==> src/rtl/rv32_multicycle_controller_if.sv <==
// rv32_multicycle_controller_if: instruction-memory fetch handshake.
//   req   - fetch request, held by the controller until ack
//   ack   - fetch data valid this cycle
//   rdata - 32-bit instruction word
interface rv32_multicycle_controller_if;
  logic        req;
  logic        ack;
  logic [31:0] rdata;
  modport master (output req, input ack, rdata);
  modport slave  (input req, output ack, rdata);
endinterface

==> src/rtl/rv32_multicycle_controller.sv <==
// rv32_multicycle_controller: multi-cycle FETCH/DECODE/EXECUTE/WRITEBACK sequencer for RV32I ALU ops.
//   clk, rst_n      - clock (rising edge), asynchronous active-low reset
//   i_run           - level enable for instruction issue
//   imem            - fetch handshake (master side)
//   o_rs1/o_rs2/o_rd/o_imm - register and immediate fields of the IR
//   o_alu_op, o_use_imm    - ALU control (valid in DECODE, EXECUTE, WRITEBACK)
//   o_reg_write, o_pc_write - single-cycle WRITEBACK strobes
//   o_state, o_halted, o_illegal, o_fault, o_retired - status
module rv32_multicycle_controller #(
  parameter int FETCH_TIMEOUT = 15,
  parameter bit HALT_ON_ZERO  = 1'b1
) (
  input  logic                                clk,
  input  logic                                rst_n,
  input  logic                                i_run,
  rv32_multicycle_controller_if.master        imem,
  output logic [4:0]                          o_rs1,
  output logic [4:0]                          o_rs2,
  output logic [4:0]                          o_rd,
  output logic [11:0]                         o_imm,
  output logic [2:0]                          o_alu_op,
  output logic                                o_use_imm,
  output logic                                o_reg_write,
  output logic                                o_pc_write,
  output logic [2:0]                          o_state,
  output logic                                o_halted,
  output logic                                o_illegal,
  output logic                                o_fault,
  output logic [31:0]                         o_retired
);
  typedef enum logic [2:0] {S_IDLE, S_FETCH, S_DECODE, S_EXECUTE, S_WRITEBACK, S_HALT} state_t;
  typedef enum logic [2:0] {ALU_ADD, ALU_SUB, ALU_AND, ALU_OR, ALU_XOR, ALU_SLL, ALU_SRL, ALU_SLT} alu_op_t;
  state_t      r_state, w_next;
  alu_op_t     w_dec_op;
  logic [31:0] r_ir, r_wait, r_retired;
  logic        r_illegal, r_fault;
  logic        w_set_ill, w_set_fault, w_timeout, w_active;
  logic        w_r, w_i, w_f3_ok, w_legal;
  logic [2:0]  w_f3;
  logic [6:0]  w_f7;
  assign w_f3    = r_ir[14:12];
  assign w_f7    = r_ir[31:25];
  assign w_r     = r_ir[6:0] == 7'b0110011;
  assign w_i     = r_ir[6:0] == 7'b0010011;
  assign w_f3_ok = w_f3 != 3'b011;
  // funct3 x01 are the shifts: their upper bits must be zero, which rules out SRA/SRAI
  assign w_legal = (w_r && w_f3_ok && (w_f7 == 7'b0 || (w_f7 == 7'b0100000 && w_f3 == 3'b000))) ||
                   (w_i && w_f3_ok && (w_f3[1:0] != 2'b01 || w_f7 == 7'b0));
  // r_wait counts completed FETCH cycles without ack, so the T-th such cycle times out
  assign w_timeout = (FETCH_TIMEOUT != 0) && (r_wait == 32'(FETCH_TIMEOUT - 1));
  assign w_active  = r_state == S_DECODE || r_state == S_EXECUTE || r_state == S_WRITEBACK;
  always_comb begin
    w_dec_op = ALU_ADD;
    case (w_f3)
      3'b000:  w_dec_op = (w_r && w_f7[5]) ? ALU_SUB : ALU_ADD;
      3'b111:  w_dec_op = ALU_AND;
      3'b110:  w_dec_op = ALU_OR;
      3'b100:  w_dec_op = ALU_XOR;
      3'b001:  w_dec_op = ALU_SLL;
      3'b101:  w_dec_op = ALU_SRL;
      3'b010:  w_dec_op = ALU_SLT;
      default: w_dec_op = ALU_ADD;
    endcase
  end
  always_comb begin
    w_next      = r_state;
    w_set_ill   = 1'b0;
    w_set_fault = 1'b0;
    case (r_state)
      S_IDLE:      w_next = i_run ? S_FETCH : S_IDLE;
      S_FETCH: begin
        if (imem.ack) w_next = S_DECODE;
        else if (w_timeout) begin
          w_next      = S_HALT;
          w_set_fault = 1'b1;
        end
      end
      S_DECODE: begin
        if (HALT_ON_ZERO && r_ir == 32'b0) w_next = S_HALT;
        else if (!w_legal) begin
          w_next    = S_HALT;
          w_set_ill = 1'b1;
        end else w_next = S_EXECUTE;
      end
      S_EXECUTE:   w_next = S_WRITEBACK;
      S_WRITEBACK: w_next = i_run ? S_FETCH : S_IDLE;
      default:     w_next = S_HALT;
    endcase
  end
  always_ff @(posedge clk or negedge rst_n) begin
    if (!rst_n) begin
      r_state   <= S_IDLE;
      r_ir      <= '0;
      r_wait    <= '0;
      r_retired <= '0;
      r_illegal <= 1'b0;
      r_fault   <= 1'b0;
    end else begin
      r_state   <= w_next;
      r_ir      <= (r_state == S_FETCH && imem.ack) ? imem.rdata : r_ir;
      r_wait    <= (r_state == S_FETCH && !imem.ack) ? r_wait + 32'd1 : 32'd0;
      r_retired <= (r_state == S_WRITEBACK) ? r_retired + 32'd1 : r_retired;
      r_illegal <= r_illegal | w_set_ill;
      r_fault   <= r_fault | w_set_fault;
    end
  end
  assign imem.req    = r_state == S_FETCH;
  assign o_rs1       = r_ir[19:15];
  assign o_rs2       = r_ir[24:20];
  assign o_rd        = r_ir[11:7];
  assign o_imm       = r_ir[31:20];
  assign o_alu_op    = w_active ? w_dec_op : ALU_ADD;
  assign o_use_imm   = w_active && w_i;
  assign o_pc_write  = r_state == S_WRITEBACK;
  assign o_reg_write = r_state == S_WRITEBACK && r_ir[11:7] != 5'd0;
  assign o_state     = r_state;
  assign o_halted    = r_state == S_HALT;
  assign o_illegal   = r_illegal;
  assign o_fault     = r_fault;
  assign o_retired   = r_retired;
endmodule

==> src/flat_wrapper.sv <==
// flat-port wrapper written by rule: the top's interface ports become plain ports
module rv32_multicycle_controller_flat 
#(
  parameter int FETCH_TIMEOUT = 15,
  parameter bit HALT_ON_ZERO  = 1'b1
)
  (clk, rst_n, i_run, o_rs1, o_rs2, o_rd, o_imm, o_alu_op, o_use_imm, o_reg_write, o_pc_write, o_state, o_halted, o_illegal, o_fault, o_retired, imem_req, imem_ack, imem_rdata);
  rv32_multicycle_controller_if imem_i ();
  input  logic clk;
  input  logic rst_n;
  input  logic i_run;
  output logic [4:0] o_rs1;
  output logic [4:0] o_rs2;
  output logic [4:0] o_rd;
  output logic [11:0] o_imm;
  output logic [2:0] o_alu_op;
  output logic o_use_imm;
  output logic o_reg_write;
  output logic o_pc_write;
  output logic [2:0] o_state;
  output logic o_halted;
  output logic o_illegal;
  output logic o_fault;
  output logic [31:0] o_retired;
  output wire logic [$bits(imem_i.req)-1:0] imem_req;
  input wire logic [$bits(imem_i.ack)-1:0] imem_ack;
  input wire logic [$bits(imem_i.rdata)-1:0] imem_rdata;
  assign imem_req = imem_i.req;
  assign imem_i.ack = imem_ack;
  assign imem_i.rdata = imem_rdata;
  rv32_multicycle_controller #(.FETCH_TIMEOUT(FETCH_TIMEOUT), .HALT_ON_ZERO(HALT_ON_ZERO)) u_core (.clk(clk), .rst_n(rst_n), .i_run(i_run), .imem(imem_i), .o_rs1(o_rs1), .o_rs2(o_rs2), .o_rd(o_rd), .o_imm(o_imm), .o_alu_op(o_alu_op), .o_use_imm(o_use_imm), .o_reg_write(o_reg_write), .o_pc_write(o_pc_write), .o_state(o_state), .o_halted(o_halted), .o_illegal(o_illegal), .o_fault(o_fault), .o_retired(o_retired));
endmodule
==> config.mk <==
export PLATFORM = sky130hd
export DESIGN_NAME = rv32_multicycle_controller_flat
export DESIGN_NICKNAME = d
export VERILOG_FILES = /design/src/rtl/rv32_multicycle_controller_if.sv /design/src/rtl/rv32_multicycle_controller.sv /design/src/flat_wrapper.sv
export SDC_FILE = /design/constraint.sdc
export NUM_CORES = 1
export LEC_CHECK = 0
export ABC_AREA = 1
export BUFFER_PORTS_ARGS = -buffer_cell sky130_fd_sc_hd__clkbuf_2
export CAP_MARGIN = 40
export CORE_ASPECT_RATIO = 1.4
export CORE_MARGIN = 2
export CORE_UTILIZATION = 40
export DETAILED_ROUTE_END_ITERATION = 6
export PLACE_DENSITY_LB_ADDON = 0.08
export RECOVER_POWER = 100
export SETUP_SLACK_MARGIN = 0.1
export SYNTH_ARGS = -nofsm -noshare
export SYNTH_HDL_FRONTEND = slang
export SYNTH_SLANG_ARGS = --single-unit
export TNS_END_PERCENT = 5
==> constraint.sdc <==
create_clock -name clk -period 1.8 [get_ports clk]
set_input_delay 0.09 -clock clk [delete_from_list [all_inputs] [get_ports clk]]
set_output_delay 0.09 -clock clk [all_outputs]
set_load 0.01 [all_outputs]
# [Yosys cells after proc, flatten, opt, wreduce, memory -nomap -nowiden]
# Cells that the tools add are included.
[totals] register_bits=101 out_inout_bits=72 word_cells=66
[classes] addsub=2 n_eq_ne=18 n_mux=16 bitwise_logic=2 reduce_logical=22
[ops] operator="$add 32x1->32 const B" n=2
[ops] operator="$eq 32x4->1 const B" n=1
[ops] operator="$logic_not 32->1" n=1
[ops] operator="$mux 32" n=1
[ops] operator="$pmux 3 s7" n=1
[ops] operator="$eq 3x3->1 const B" n=6
[ops] operator="$mux 3" n=5
[ops] operator="$eq 7x6->1 const B" n=2
[ops] operator="$pmux 3 s4" n=1
[ops] operator="$logic_and 1x1->1" n=10
[ops] operator="$eq 3x2->1 const B" n=3
[ops] operator="$mux 1" n=8
[ops] operator="$eq 7x5->1 const B" n=1
[ops] operator="$logic_not 7->1" n=1
[ops] operator="$eq 3x1->1 const B" n=2
[ops] operator="$logic_not 3->1" n=2
[ops] operator="$logic_or 1x1->1" n=5
[ops] operator="$reduce_bool 5->1" n=1
[ops] operator="$ne 3x1->1 const B" n=1
[ops] operator="$ne 3x2->1 const B" n=1
[ops] operator="$ne 2x1->1 const B" n=1
[ops] operator="$or 1x1->1" n=2
[ops] operator="$reduce_or 2->1" n=1
[ops] operator="$logic_not 1->1" n=1

# [Logic depth before layout (Yosys ltp)]
[logic_depth] depth_word=9 mapped_depth=9 depth_no_buf=9

# [Worst setup path after synthesis]
# Ideal clock, no wire load.
[synth_path] kind="register -> register" startpoint="reg u_core.r_state[2], in the netlist u_core.o_state[2]" endpoint="reg u_core.r_ir[0]" setup_time_ns=0.128 arrival_time_ns=1.399 required_ns=1.672 setup_slack_ns=0.273 stages_incl_launch_ff=5 path_buffers=1 synth_period_minus_slack_ns=1.527 path_cell_list="dfrtp_1 -> nor3_4 -> nand2_1 -> buf_2 -> mux2_1"
[synth_via] elab_chain_cells=2
[synth_lines] item="from (decl)" line="rv32_multicycle_controller.sv:33" text="state_t r_state, w_next;"
[synth_lines] item="from (signal assigned)" line="rv32_multicycle_controller.sv:99" text="r_state <= w_next;"
[synth_lines] item="$eq 3x1->1"
[synth_lines] item="named net imem_req" line="flat_wrapper.sv:25" text="output wire logic [$bits(imem_i.req)-1:0] imem_req;"
[synth_lines] item="$logic_and 1x1->1" line="rv32_multicycle_controller.sv:100" text="r_ir <= (r_state == S_FETCH && imem.ack) ? imem.rdata : r_ir;"
[synth_lines] item="to (signal assigned)" line="rv32_multicycle_controller.sv:100"
[synth_lines] item="to (decl)" line="rv32_multicycle_controller.sv:35" text="logic [31:0] r_ir, r_wait, r_retired;"
# The timed path passes the listed nets, and every way through them passes these cells.
# A chain may end at the register's enable or synchronous reset.

# [Worst setup path after layout]
[layout_path] startpoint="reg u_core.r_state[0], in the netlist u_core.o_state[0]" endpoint="out o_pc_write"
[layout_via] elab_chain_cells=1
[layout_lines] item="$eq 3x3->1" line="rv32_multicycle_controller.sv:114" text="assign o_pc_write = r_state == S_WRITEBACK;"
[layout_lines] item="to (decl)" line="flat_wrapper.sv:19" text="output logic o_pc_write;"
# No other way between the ends.

==> impl_results.md <==
- DRT Pass-1 Iters: 5
- Dpl ws: 96.5 ps
- Root buffer cell: clkbuf_16
- Met1 usage: 22.7%
- Fillcell total: ~1,500
- Die X: 106 um
- Most frequent cells in the layout: 239 x nand2_1, 159 x nor2_1, 100 x dfrtp_1
- H-tree levels: 3
- Hold Crit Depth: 3
- Post-route clock period utilization: a little over nine tenths
- Synth top area share: between 40% and 50%
- Internal: roughly 3300 uW
- Synth Cell Area: just under 0.006 mm2
- Max FO, Critical Path: 12
- Via density per instance: 4.86
- Placer Congestion: roughly 0.91
- TritonCTS clock tree: yes
- M3 GR Usage: under 10%
- Clock share of power: between 40% and 50%
- Post-DR wirelength/cell: between 10 and 15 um
- Post-synth EDFFs: 0
- I/O Pins: about 110
- IO Port Bufs: 107
- # setup viols final: 0
- Net Sw Power: between 900 and 1000 uW
- Layout cells sized above 1: slightly above 9%
- Vias: approximately 5,400
- Worst r2r src: u_core.o_state[1]
- GRT Max-Usage Layer: met2
- Reg power frac: a little over half
- Row cnt: 52
- Hold WC Path Type: in -> reg
- Logic pwr share: 3.4%
- Register area share after synthesis: a little over two fifths
- Syn Nets: roughly 800
- Fmax: 0.590 GHz
- Critical path type: reg -> out
- Critical path arrival: roughly 1600 ps
- Worst-margin pin slew: 872 ps
- Full die area: around 0.015 mm2
- Worst Skew: 7.64 ps
- Yosys reg bits: about 100
- GR Layer Usage met2: 38.2%
- Flop-to-flop setup slack: roughly 120 ps
- PwrDens: a little over 600 mW/mm2
- Hold path endpoint: u_core.r_ir[12]
- Tmin final: ~1700 ps
- Total clock sinks: ~100
- Required time of the critical path: ~1700 ps
- Post-Route WL: ~16,000 um
- Clock Latency Late Sink: roughly 340 ps
- RSZ-0062 raised after global routing: yes
- Synth Instances: roughly 780
- Static Leak: 0.00320 uW
- Vias in the first global route: ~5,400
- Final Max Slew Viols: 0
- Clk slew on worst S/H paths: about 70 ps
- Primary FF master, synth: dfrtp_1
- Worst reg2reg path depth: 5
- Switch share: roughly 22%
- Slew HR: 41.9%
- R2r endpoint: u_core.r_ir[22]
- Worst hold slack: around 38 ps
- Height of the die: approximately 150 um
- Status: finished clean
- Yosys warnings: 0
- Max-Cap Viols: 0
- DR iter-0 viols: about 180
- Cell taking the most area after synthesis: dfrtp_1
- Grt ovf: 0
- Max IR drop VDD: around 0.37 mV
- Ant. Diodes: 0
- Setup ws final: roughly 110 ps
- CP Capture Type: output pin
- Post-Syn Area per Cell: 7.40 um2
- Total Routing Usage GR: around a fifth
- Post-route DRC: 0
- Detail Route Antenna Nets: 0
- Largest net degree at the start of global routing: between 50 and 60
- DPL Wire Length: ~12,000 um
- Hold Fails Final Rpt: 0
- Commonest non-fill, non-tap cell in the layout: nand2_1
- FFs w/ async S/R, synth: 100%
- Top post-synthesis cells by area: dfrtp_1 44%, nand2_1 16%, nor2_1 10%, mux2_1 4.9%, inv_1 4.5%
- Post-synth cell types: 30
- Bufs on Longest Clock Path: 2
- Antenna violations before repair: 0
- Layout net count: 953
- Num CTS Buffers: 9
- Initial Utilization: 40.4%
- Hold path start: imem_rdata[12]
- CORE AREA: between 0.01 and 0.015 mm2
- Startpoint types: register
- First-pass GRT wire length: roughly 26,000 um
- Setup TNS: 0 ps
- Layout Area Growth over Synthesis: 20.3%
critical path, stage by stage, from the launching register on:
cell and delay, ps:
dfrtp_1 420, inv_4 120, nand2_2 90, nor2_4 140
buf_4 130, buf_4 180, clkbuf_1 170
repair_timing:
item,4_1_cts,5_1_grt
pin swaps,1,0
setup endpoints to repair,9,38
hold endpoints to repair,60,1
gates resized for setup,7,5
hold buffers,32,1
buffers inserted,4,0
kinds of logic after synthesis:
logic type	synth area share (%)
AOI/OAI and AO/OA	3.31
xor gates and xnor gates	3.33
adders and majority gates	0.649
buffers and inverters	8.74
DFF	43.7
muxes	4.87
and+or+nand+nor	35.4
layout make-up:
class | count | area, um2 | area share, %
Inverter | 70 | 265 | 3.81
Sequential cell | 101 | 2530 | 36.3
Clock buffer | 9 | 225 | 3.24
Timing Repair Buffer | 157 | 883 | 12.7
Tap cell | 189 | 236 | 3.40
Multi-Input combinational cell | 575 | 2770 | 39.8
Clock inverter | 6 | 47.5 | 0.683
per-stage QoR:
stage	power (uW)	utilization, %	instance area, um2	instances
2_1_floorplan	2310	-	5790	782
3_3_place_gp	2410	44.9	6430	1055
3_5_place_dp	2410	44.9	6430	1055
4_1_cts	4320	49.4	7070	1106
5_1_grt	4430	48.6	6960	1107
6_report	4240	48.6	6960	1107
state kept, by name (all words and copies together) (netlist names):
name and flops:
u_core.r_wait 32, u_core.o_fault 1, u_core.o_state 3, u_core.o_retired 32, u_core.r_ir 32, u_core.o_illegal 1
worst max path at each step:
stage	from	to	depth (start not counted)
final	u_core.o_state[0]	o_pc_write	6
after global routing	u_core.r_ir[12]	o_alu_op[0]	7
after CTS	u_core.o_state[0]	o_pc_write	6
after detailed placement	u_core.o_state[0]	u_core.o_retired[18]	8
after global placement	u_core.r_wait[0]	u_core.r_wait[12]	7
after floorplan	u_core.o_state[2]	u_core.r_ir[0]	4
per-layer routing:
layer | vias to the layer above | share of wire [%]
met5 | - | 0
met3 | 40 | 3.0
met4 | 0 | 4.5
met1 | 2531 | 40
li1 | 2697 | -
met2 | 112 | 52
cells in the mapped netlist, types with 2 or more instances:
| library cell | count |
|---|---|
| nor2_1 | 160 |
| ha_1 | 3 |
| clkbuf_1 | 4 |
| dfrtp_1 | 101 |
| nand3_1 | 35 |
| nand4_1 | 7 |
| o21ai_0 | 9 |
| buf_4 | 27 |
| nor2_4 | 3 |
| buf_2 | 5 |
| nor2_2 | 3 |
| a21oi_1 | 24 |
| xor2_1 | 14 |
| nand2_1 | 240 |
| inv_1 | 69 |
| nand3b_1 | 12 |
| mux2_1 | 25 |
| nand2_2 | 2 |
| xnor2_1 | 8 |
| nor3_1 | 21 |
power by group through the flow:
stage          combinational [uW]  clock, uW  sequential (uW)
5_1_grt                       165       2000             2270
2_1_floorplan                2.02          0             2310
6_report                      145       1830             2270
3_3_place_gp                 97.2          0             2310
4_1_cts                       155       1900             2270
3_5_place_dp                 99.2          0             2310
(Power assumes the default switching activity.)
